## src/rtl/lsu_pkg.sv

```systemverilog
// Shared encodings for the load/store unit: access sizes, FSM states,
// MMIO window select bit and the alignment rule.
package lsu_pkg;

  typedef enum logic [1:0] {
    SZ_BYTE = 2'b00,
    SZ_HALF = 2'b01,
    SZ_WORD = 2'b10,
    SZ_RSVD = 2'b11
  } size_e;

  typedef enum logic {
    ST_IDLE  = 1'b0,
    ST_MERGE = 1'b1
  } state_e;

  localparam int MMIO_SEL_BIT = 15;

  function automatic logic misaligned(input logic [1:0] size, input logic [1:0] addr_lo);
    logic bad;
    case (size)
      SZ_BYTE: bad = 1'b0;
      SZ_HALF: bad = addr_lo[0];
      SZ_WORD: bad = (addr_lo != 2'b00);
      default: bad = 1'b1;
    endcase
    return bad;
  endfunction

endpackage

```

## src/rtl/lsu_lane_align.sv

```systemverilog
// Little-endian lane handling: extract+extend for loads, lane merge for
// the write half of a sub-word read-modify-write.
module lsu_lane_align
  import lsu_pkg::*;
(
  input  logic [31:0] ld_word,
  input  logic [1:0]  ld_addr,
  input  logic [1:0]  ld_size,
  input  logic        ld_signed,
  output logic [31:0] ld_data,
  input  logic [31:0] st_word,
  input  logic [1:0]  st_addr,
  input  logic [1:0]  st_size,
  input  logic [15:0] st_data,
  output logic [31:0] st_merged
);

  logic [7:0]  ld_byte;
  logic [15:0] ld_half;

  always_comb begin
    ld_byte = ld_word[{ld_addr, 3'b000} +: 8];
    ld_half = ld_word[{ld_addr[1], 4'b0000} +: 16];
    case (ld_size)
      SZ_BYTE: ld_data = {{24{ld_signed & ld_byte[7]}}, ld_byte};
      SZ_HALF: ld_data = {{16{ld_signed & ld_half[15]}}, ld_half};
      default: ld_data = ld_word;
    endcase
  end

  always_comb begin
    st_merged = st_word;
    if (st_size == SZ_HALF)
      st_merged[{st_addr[1], 4'b0000} +: 16] = st_data;
    else
      st_merged[{st_addr, 3'b000} +: 8] = st_data[7:0];
  end

endmodule

```

## src/rtl/load_store_unit.sv

```systemverilog
// Load/store front end for the word-wide data RAM; sub-word stores become a
// two-cycle read-modify-write. Define LSU_MMIO_EN for the io_in/io_out window.
module load_store_unit
  import lsu_pkg::*;
#(
  parameter int WIDTH         = 32,
  parameter int ADDR_BITS     = 16,
  parameter int RAM_ADDR_BITS = 14
) (
  input  logic                     clk,
  input  logic                     reset,
`ifdef LSU_MMIO_EN
  output logic [WIDTH-1:0]         io_out,
  input  logic [WIDTH-1:0]         io_in,
`endif
  input  logic                     req_valid,
  output logic                     req_ready,
  input  logic                     req_write,
  input  logic [1:0]               req_size,
  input  logic                     req_signed,
  input  logic [ADDR_BITS-1:0]     req_addr,
  input  logic [WIDTH-1:0]         req_wdata,
  output logic                     resp_valid,
  output logic [WIDTH-1:0]         resp_rdata,
  output logic                     misalign_err,
  output logic                     ram_en,
  output logic                     ram_we,
  output logic [RAM_ADDR_BITS-1:0] ram_addr,
  output logic [WIDTH-1:0]         ram_wdata,
  input  logic [WIDTH-1:0]         ram_rdata
);

  state_e               state, state_nxt;
  logic [ADDR_BITS-1:0] lat_addr;
  logic [1:0]           lat_size;
  logic [15:0]          lat_data;
  logic [WIDTH-1:0]     rmw_word;
  logic [WIDTH-1:0]     ld_data, st_merged;
  logic is_io, bad, accept, do_load, do_wstore, do_sstore;

`ifdef LSU_MMIO_EN
  assign is_io = req_addr[MMIO_SEL_BIT];
`else
  assign is_io = 1'b0;
`endif

  // MMIO only supports whole-word accesses
  assign bad       = misaligned(req_size, req_addr[1:0]) || (is_io && req_size != SZ_WORD);
  assign req_ready = (state == ST_IDLE);
  assign accept    = req_valid && req_ready;
  assign do_load   = accept && !bad && !req_write;
  assign do_wstore = accept && !bad && req_write && (req_size == SZ_WORD);
  assign do_sstore = accept && !bad && req_write && (req_size != SZ_WORD);

  lsu_lane_align u_align (
    .ld_word   (ram_rdata),
    .ld_addr   (req_addr[1:0]),
    .ld_size   (req_size),
    .ld_signed (req_signed),
    .ld_data   (ld_data),
    .st_word   (rmw_word),
    .st_addr   (lat_addr[1:0]),
    .st_size   (lat_size),
    .st_data   (lat_data),
    .st_merged (st_merged)
  );

  always_comb begin
    state_nxt = state;
    ram_en    = 1'b0;
    ram_we    = 1'b0;
    ram_addr  = req_addr[ADDR_BITS-1:2];
    ram_wdata = req_wdata;
    case (state)
      ST_IDLE: begin
        if (accept && !bad && !is_io) begin
          ram_en = 1'b1;
          ram_we = do_wstore;
        end
        if (do_sstore) state_nxt = ST_MERGE;
      end
      ST_MERGE: begin
        ram_en    = 1'b1;
        ram_we    = 1'b1;
        ram_addr  = lat_addr[ADDR_BITS-1:2];
        ram_wdata = st_merged;
        state_nxt = ST_IDLE;
      end
      default: state_nxt = ST_IDLE;
    endcase
    // reset must suppress the MERGE write in the same cycle, not after it
    if (reset) begin
      ram_en = 1'b0;
      ram_we = 1'b0;
    end
  end

  always_ff @(posedge clk) begin
    if (reset) begin
      state        <= ST_IDLE;
      resp_valid   <= 1'b0;
      resp_rdata   <= '0;
      misalign_err <= 1'b0;
    end else begin
      state        <= state_nxt;
      resp_valid   <= do_load;
      misalign_err <= accept && bad;
      if (do_load) begin
`ifdef LSU_MMIO_EN
        resp_rdata <= is_io ? io_in : ld_data;
`else
        resp_rdata <= ld_data;
`endif
      end
    end
  end

  always_ff @(posedge clk) begin
    if (do_sstore) begin
      rmw_word <= ram_rdata;
      lat_addr <= req_addr;
      lat_size <= req_size;
      lat_data <= req_wdata[15:0];
    end
  end

`ifdef LSU_MMIO_EN
  always_ff @(posedge clk) begin
    if (reset)                  io_out <= '0;
    else if (do_wstore && is_io) io_out <= req_wdata;
  end
`endif

endmodule

```

## config.mk

```make
export PLATFORM = sky130hd
export DESIGN_NAME = load_store_unit
export DESIGN_NICKNAME = d
export VERILOG_FILES = /design/src/rtl/lsu_pkg.sv /design/src/rtl/lsu_lane_align.sv /design/src/rtl/load_store_unit.sv
export SDC_FILE = /design/constraint.sdc
export NUM_CORES = 1
export LEC_CHECK = 0
export ABC_CLOCK_PERIOD_IN_PS = 4000
export CAP_MARGIN = 0
export CORE_ASPECT_RATIO = 1.25
export CORE_MARGIN = 2
export CORE_UTILIZATION = 46
export DETAILED_ROUTE_END_ITERATION = 10
export PLACE_DENSITY = 0.85
export SYNTH_ARGS = -nofsm -noshare
export SYNTH_HDL_FRONTEND = slang
export SYNTH_SLANG_ARGS = --single-unit
export TNS_END_PERCENT = 30
```

## constraint.sdc

```tcl
create_clock -name clk -period 4 [get_ports clk]
set_input_delay 0.8 -clock clk [delete_from_list [all_inputs] [get_ports clk]]
set_output_delay 0.8 -clock clk [all_outputs]
set_load 0.005 [all_outputs]
```

==> metrics.txt <==
Max clock buf depth 2; Worst Setup End Kind primary output; Synth Warn # 0; Leak 0.002425 uW; post-synthesis sequential area ratio 53.33%; Cell variety after synth 52; peak supply drop approximately 0.00027 V; CTS tree done; I/O Pins 170; worst reg-to-reg setup slack 1860 ps; minimum clock period about 3700 ps; Setup WS pre-CTS 429.5 ps; Max Freq 270.2 MHz; via-per-instance ratio 6.090; Clock Skew about 7.3 ps; r2r endpoint resp_rdata[18]; Sw Share between 20 and 30%; Gate power share 16.5%; crit path DAT 2900 ps; syn avg cell area 11.46 sq um; IO buf count 169; Slew headroom 27.36%; Critical Path Sink ram_wdata[19]; post-synthesis instance area between 0.005 and 0.006 sq mm; Final Hold Fails 0; startpoint types flop; CTS resizes 0; net count after synthesis between 500 and 600; Hold Crit Class reg2reg; clock root cell clkbuf_16; Placed Cells between 700 and 800; internal power between 1500 and 2000 uW; clock network power share about 36%; Starting Density 47.38%; gr usage total between 20% and 30%; largest cells by area after synthesis edfxtp_1 (39%), dfxtp_1 (14%), mux2_2 (8.5%), a221oi_1 (4.2%), nor2_1 (4.0%); share of the synthesized area in the top cell type just under 40%; FP Rows 42; Flop pwr share 47.8%; R2R depth 4; Reg area 0.002684 sq mm; CP required 3200 ps; MaxCap Viol Count 0; via count roughly 4500; area of the multi-input gates 0.002158 sq mm; Clock Sinks 101; switching power 620.7 uW; vias in the first global route roughly 4400; Most used DFF post-synth edfxtp_1; Cell Pwr Density 341.7 mW/mm^2; area leader, netlist edfxtp_1; Die X 97.53 um; first-pass GRT wire length 23630 um; Die Y 120.9 um; die area 0.01179 sq mm; fin cells 734; drt pass-1 iters 8; setup TNS 0 ps; Detailed Place HPWL 11130 um; Finish-stage setup viols 0; CORE AREA 0.01062 sq mm; Area Growth Syn to Fin 41.89%; CTS clk-pin slew, worst paths ~80 ps; Final Cycle Share 92.53%; final setup margin roughly 300 ps; n_diodes 0; Total Wirelength between 15000 and 20000 um; Syn Inst Count 439; grt ovf 0; async set or reset register ratio after synthesis 0%; Nets 689; initial antenna violation count 0; Setup Fix Bufs, Post-CTS 0; Final Slew Violations 0; top-count cell post-synth edfxtp_1; Post-DRT Antenna Nets 0; CTS buffer count 9; H-tree levels 3; gpl congestion 0.9812; number of remaining DRC errors 0; Worst-Margin Slew 1087 ps; CP Max Fanout 20; RSZ-0062 raised after global routing no; Clk Latency, worst-skew pair 350 ps; hold_ws 463.0 ps; reg-to-reg startpoint state; CTS Hold Buffers Added 0; WL/cell 20.74 um; share of post-route cells with drive strength above 1 between 10% and 20%; pin count of the biggest net entering global routing 55; status complete, no violations; synth cell count leaders edfxtp_1 (66), nor2_1 (53), mux2_2 (38); DR iter-0 viols 329; WS Path Type reg2out; Post-synth EDFFs 66; Synth Register Bits 101; Fillers 782; Critical Path Source lat_size[1]
[critical path, stage by stage, from the launching register on]
cell and delay (ps):
edfxtp_1 430, nand2b_1 480, a21oi_1 750, a221oi_1 240, nor2_1 140, clkdlybuf4s50_1 510
[state kept, by name, summed over array words and instances (netlist names)]
name / flops
state: 1
resp_rdata: 32
misalign_err: 1
lat_size: 2
lat_addr: 16
lat_data: 16
resp_valid: 1
rmw_word: 32
[stage by stage]
step | total power (uW) | util, % | area, sq um
detailed placement | 1585 | 64.43 | 6839
finish | 2439 | 67.23 | 7137
global placement | 1572 | 64.43 | 6839
floorplan | 1347 | - | 5030
CTS | 2446 | 67.23 | 7137
global route | 2522 | 67.23 | 7137
[kinds of logic after synthesis]
kind of cell	synth area share (%)
and+or+nand+nor	10.27
muxes	8.955
buffers and inverters	3.906
AOI/OAI and AO/OA	22.29
DFF	53.33
adders and majority gates	1.244
[how the worst min path moves through the flow]
stage | start | end | slack (ps) | cells past startpoint
after global placement | resp_rdata[3] | resp_rdata[3] | 450 | 2
after floorplan | resp_rdata[15] | resp_rdata[15] | 450 | 2
after detailed placement | resp_rdata[3] | resp_rdata[3] | 460 | 2
after CTS | resp_rdata[3] | resp_rdata[3] | 470 | 2
final | resp_rdata[3] | resp_rdata[3] | 460 | 2
after global routing | resp_rdata[3] | resp_rdata[3] | 480 | 2
[power groups by stage]
stage / combinational [uW] / clock [uW] / sequential, uW
final: 402 / 870 / 1170
after global routing: 429 / 924 / 1170
after CTS: 400 / 881 / 1170
after detailed placement: 397 / 0 / 1190
after global placement: 384 / 0 / 1190
after floorplan: 161 / 0 / 1190
[layer usage]
layer  vias up  track usage [%]  wire, um
li1       2031                -         -
met1      2135            30.88      6014
met2       264            43.71      7587
met3        40            5.300      1174
met4         0            10.24       445
met5         -                0         0
[cells in the final DEF (no fill, tap or decap), types with 7 or more instances in the layout]
cell type / n
clkdlybuf4s50_1: 169
edfxtp_1: 66
nor2_1: 53
mux2_2: 38
dfxtp_1: 34
a221oi_1: 24
a21oi_1: 23
nand2_1: 20
o21ai_0: 19
o2bb2ai_1: 16
buf_4: 12
a211oi_1: 11
a211oi_2: 10
clkbuf_16: 9
a22oi_1: 8
nand4_1: 8
inv_1: 7
a21boi_0: 7
o22ai_1: 7
[layout make-up]
class	count	share of cell area [%]
well taps	132	2.314
flip-flops and latches	101	37.61
multi-input cells	295	30.24
repair buffers	182	25.25
clock inverters	7	1.017
inverters	8	0.4208
clock buffers	9	3.156
No activity file was read; power rests on OpenSTA's default activity.
